--- src/rtl/id_ex_pipe_reg.sv ---
// ID/EX pipeline register for the 5-stage MIPS core.
// Holds one decoded instruction (SKID=0) or up to two (SKID=1) between ID and EXE.
// Handshake: a beat moves on a rising edge when valid and ready are both high
// on that side (accept = in_valid & in_ready, consume = out_valid & out_ready).
// The producer keeps a beat stable until it is accepted. The register keeps its
// outputs stable while out_valid=1 and out_ready=0.
// The FSM state equals the number of held entries and is exported as occupancy.
module id_ex_pipe_reg #(
   parameter int DATA_W = 32,
   parameter int DEST_W = 5,
   parameter int CMD_W  = 4,
   parameter int BR_W   = 2,
   parameter int SKID   = 1
) (
   input  logic              clk,
   input  logic              rst,
   input  logic              flush,
   input  logic              in_valid,
   output logic              in_ready,
   input  logic [DEST_W-1:0] dest_in,
   input  logic [DATA_W-1:0] reg2_in,
   input  logic [DATA_W-1:0] val1_in,
   input  logic [DATA_W-1:0] val2_in,
   input  logic [DATA_W-1:0] pc_in,
   input  logic [BR_W-1:0]   br_type_in,
   input  logic [CMD_W-1:0]  exe_cmd_in,
   input  logic              mem_r_en_in,
   input  logic              mem_w_en_in,
   input  logic              wb_en_in,
   output logic              out_valid,
   input  logic              out_ready,
   output logic [DEST_W-1:0] dest,
   output logic [DATA_W-1:0] reg2,
   output logic [DATA_W-1:0] val1,
   output logic [DATA_W-1:0] val2,
   output logic [DATA_W-1:0] pc_out,
   output logic [BR_W-1:0]   br_type_out,
   output logic [CMD_W-1:0]  exe_cmd,
   output logic              mem_r_en,
   output logic              mem_w_en,
   output logic              wb_en,
   output logic [1:0]        occupancy
);

   localparam int PW = DEST_W + 4 * DATA_W + BR_W + CMD_W + 3;

   typedef enum logic [1:0] {
      EMPTY = 2'd0,
      ONE   = 2'd1,
      TWO   = 2'd2
   } state_t;

   state_t        state_q, state_d;
   logic [PW-1:0] in_payload, main_q, skid_q;
   logic          accept, consume;
   logic          load_main, load_skid, skid_to_main;
   logic          mem_r_q, mem_w_q, wb_q;

   assign in_payload = {dest_in, reg2_in, val1_in, val2_in, pc_in, br_type_in,
                        exe_cmd_in, mem_r_en_in, mem_w_en_in, wb_en_in};

   assign out_valid = (state_q != EMPTY);
   assign occupancy = state_q;

   // The skid variant derives in_ready from state only so that out_ready never
   // reaches the ID stage combinationally; the single-entry variant passes it through.
   generate
      if (SKID != 0) begin : g_skid_ready
         assign in_ready = (state_q != TWO);
      end else begin : g_single_ready
         assign in_ready = ~out_valid | out_ready;
      end
   endgenerate

   assign accept  = in_valid & in_ready;
   assign consume = out_valid & out_ready;

   // Next-state and entry-move decode; flush discards everything, including this cycle's beat.
   always_comb begin
      state_d      = state_q;
      load_main    = 1'b0;
      load_skid    = 1'b0;
      skid_to_main = 1'b0;
      if (flush) begin
         state_d = EMPTY;
      end else begin
         case (state_q)
            EMPTY: begin
               if (accept) begin
                  state_d   = ONE;
                  load_main = 1'b1;
               end
            end
            ONE: begin
               if (accept && consume) begin
                  load_main = 1'b1;
               end else if (accept && (SKID != 0)) begin
                  state_d   = TWO;
                  load_skid = 1'b1;
               end else if (consume) begin
                  state_d = EMPTY;
               end
            end
            TWO: begin
               if (consume) begin
                  state_d      = ONE;
                  skid_to_main = 1'b1;
               end
            end
            default: state_d = EMPTY;
         endcase
      end
   end

   // State register.
   always_ff @(posedge clk) begin
      if (rst) state_q <= EMPTY;
      else     state_q <= state_d;
   end

   // Entry storage; contents survive flush and only change on a load or a skid-to-main move.
   always_ff @(posedge clk) begin
      if (rst) begin
         main_q <= '0;
         skid_q <= '0;
      end else begin
         if (load_main)         main_q <= in_payload;
         else if (skid_to_main) main_q <= skid_q;
         if (load_skid)         skid_q <= in_payload;
      end
   end

   assign {dest, reg2, val1, val2, pc_out, br_type_out, exe_cmd,
           mem_r_q, mem_w_q, wb_q} = main_q;

   // An invalid entry must never trigger a memory access or a register write.
   assign mem_r_en = mem_r_q & out_valid;
   assign mem_w_en = mem_w_q & out_valid;
   assign wb_en    = wb_q & out_valid;

endmodule
--- config.mk ---
export PLATFORM = sky130hd
export DESIGN_NAME = id_ex_pipe_reg
export DESIGN_NICKNAME = d
export VERILOG_FILES = /design/src/rtl/id_ex_pipe_reg.sv
export SDC_FILE = /design/constraint.sdc
export NUM_CORES = 1
export LEC_CHECK = 0
export CORE_MARGIN = 2
export CORE_UTILIZATION = 47
export DETAILED_ROUTE_END_ITERATION = 10
export PLACE_DENSITY_LB_ADDON = 0.12
export SYNTH_ARGS = -nofsm -noshare
export SYNTH_HDL_FRONTEND = slang
export SYNTH_SLANG_ARGS = --single-unit
--- constraint.sdc ---
create_clock -name clk -period 2.3 [get_ports clk]
set_input_delay 0.345 -clock clk [delete_from_list [all_inputs] [get_ports clk]]
set_output_delay 0.345 -clock clk [all_outputs]
set_load 0.1 [all_outputs]
==> results_dict.tcl <==
set metrics [dict create \
    status "completed" \
    grt_max_degree 92 \
    clock_path_buffers 3 \
    max_cap_violations 0 \
    fp-row-count 63 \
    cts_tree "done" \
    yosys.area.top_type "dfxtp_1" \
    wl_um 37600 \
    cts_resized 0 \
    drv_slew 0 \
    max_freq_ghz 0.475 \
    hp-class "input pin to flop" \
    nets 1831 \
    ys_ff_latch 286 \
    cts_sinks 286 \
    die_w_um 177 \
    worst_ep_arrival_time_ns 1.76 \
    cts_root_buf "clkbuf_16" \
    start_util 0.475 \
    synthCells 1617 \
    syn_area_um2 14000 \
    grt_overflow_total 0 \
    synth.distinct_cells 32 \
    crit_chain "nor2_1 -> nor2b_2 -> buf_4" \
    cts_hold_buf 0 \
    hold_violations 0 \
    die-area_um2 31300 \
    antenna_found_initial 0 \
    numCtsBuffers 31 \
    hold_path_startpoint "rst" \
    final_cells 2095 \
    finalCritPeriodShare 0.914 \
    r2r_end "main_q[99]" \
    core_um2 29600 \
    fin_util 0.568 \
    wl_per_cell_um 17.9 \
    clk_pin_slew_ns 0.07 \
    drive_gt1_frac 0.246 \
    crit_family "flip-flops" \
    path_class "flop to output pin" \
    dp_cells 2041 \
    place_congestion 0.776 \
    power_density_nw_per_um2 769 \
    post_cts_buffers 0 \
    clk-insertion-delay-late_ns 0.55 \
    drc 0 \
    syn_avg_cell_area_um2 8.68 \
    tightest_slew_ns 0.646 \
    finalSetupTns_ns 0 \
    io_pins 293 \
    h-tree-depth 1 \
    critPathMaxStageDelay_ns 0.57 \
    synth_fp_nets 1764 \
    p_leak_uw 0.00582 \
    grt_use_total 0.231 \
    path_max_fanout 10 \
    antennaDiodeCount 0 \
    dpl.hpwl_um 23200 \
    slew_headroom 0.569 \
    whs_path_depth 2 \
    start_kind "flop" \
    drtPass1Iterations 5 \
    r2r_setup_slack_ns 0.43 \
    critPathSlowestCell "dfxtp_1" \
    worstPathRequired_ns 1.96 \
    min_to "skid_q[136]" \
    critPathCaptureType "output pin" \
    area_growth_pct 19.5 \
    via_per_inst 5.66 \
    vias 11800 \
    rsz0062_at_grt "no" \
    ir_drop_uv 455 \
    place.port_buffers 292 \
    r2r-start "occupancy[0]" \
    setup_viol 0 \
    synth_top_area_frac 0.408 \
    grt_pass1_vias 11300 \
    dpl_cell_area_um2 15800 \
    period_minus_slack_ns 2.10 \
    reg2reg_depth 5 \
    synth_area_leaders "dfxtp_1 (41%), nor3_2 (9.8%), buf_4 (8.4%), a311oi_1 (7.9%), nand2_1 (7.6%)" \
    yosysSeqAreaShare 0.408 \
    dr.first_iter.drc_count 899 \
    cp_num_buf_inv 1 \
    grt_pass1_wl_um 59800 \
    drtAntennaViolNets 0 \
    finClkSkew_ns 0.0140 \
    stdcell_area_um2 16800 \
    yosysWarnings 0 \
    die_height_um 177 \
]
flip-flops by register name, summed over array words and instances (netlist names):
signal,count
skid_q,142
main_q,142
occupancy,2
cell families after synthesis:
kind of cell / count (synthesis) / synth area share
buffers and inverters: 316 / 0.157
flip-flops: 286 / 0.408
multiplexers: 1 / 0.000713
AO/OA/AOI/OAI: 429 / 0.199
AND/OR/NAND/NOR: 585 / 0.235
cell usage after synthesis, drive strengths merged:
library cell and number:
inv 1, dfxtp 286, nor3b 1, or3b 2
o21a 1, nand3 142, nand4bb 1, nand2 286
nand2b 2, nor2 3, buf 252, a2111oi 1
and4bb 1, o21ai 142, a21oi 143, nor2b 4
nor3 142, nand3b 1, mux2i 1, a311oi 142
clkbuf 63
worst reg2reg max path, delay by kind of cell (launching register included):
kind / cells / cell delay (ns)
flip-flops: 1 / 0.57
buffers and inverters: 2 / 0.51
AND/OR/NAND/NOR: 2 / 0.42
AO/OA/AOI/OAI: 1 / 0.26
final cells by class:
type / instances / area (um^2)
Tap cell: 390 / 488
Fill cell: 2721 / 12800
Clock buffer: 46 / 902
Timing Repair Buffer: 349 / 3390
Sequential cell: 286 / 5730
Multi-Input combinational cell: 1015 / 6170
Inverter: 1 / 3.75
Clock inverter: 8 / 97.6
layout by cell type (no fill, tap or decap), drive strengths merged:
cell           synthesis  routed
nand4bb                1       1
nand2                286     286
or3b                   2       2
buf                  252     204
nand3                142     142
o21a                   1       1
clkbuf                63      46
nand3b                 1       1
nor3b                  1       1
clkinv                 0       5
mux2i                  1       1
nor3                 142     142
nor2                   3       3
nand2b                 2       2
nor2b                  4       4
and4bb                 1       1
inv                    1       2
o21ai                142     142
dfxtp                286     286
a21oi                143     143
bufinv                 0       2
a2111oi                1       1
a311oi               142     142
clkdlybuf4s50          0     145
power breakdown:
group / switching (uW) / internal (uW) / total, uW / leakage, uW
logic: 1990 / 731 / 2720 / 0.00299
registers: 128 / 5160 / 5280 / 0.00233
clock network: 1990 / 2910 / 4900 / 0.000494
total: 4100 / 8800 / 12900 / 0.00582
worst max path at each step:
stage | from | to | slack [ns] | depth (start not counted)
global route | occupancy[0] | mem_w_en | 0.12 | 3
floorplan | occupancy[0] | mem_r_en | -0.21 | 2
global placement | flush | main_q[115] | 0.08 | 5
CTS | occupancy[0] | mem_w_en | 0.19 | 3
detailed placement | flush | main_q[94] | 0.04 | 5
finish | occupancy[0] | mem_w_en | 0.20 | 3
per-layer routing:
metal  GRT usage  share of wire  up-vias
met3      0.0346          0.064       51
met4      0.0644          0.020        0
met2       0.361           0.45      371
li1            -              -     5751
met1       0.332           0.47     5675
met5           0              0        -
stage by stage:
stage / setup slack (ns) / hold WS (ns) / power, uW
2_1_floorplan: -0.212 / 0.427 / 7540
3_3_place_gp: 0.0842 / 0.449 / 8100
3_5_place_dp: 0.0434 / 0.459 / 8110
4_1_cts: 0.185 / 0.261 / 13000
5_1_grt: 0.120 / 0.287 / 13300
6_report: 0.197 / 0.269 / 12900
Power figures use the tool's default switching activity.
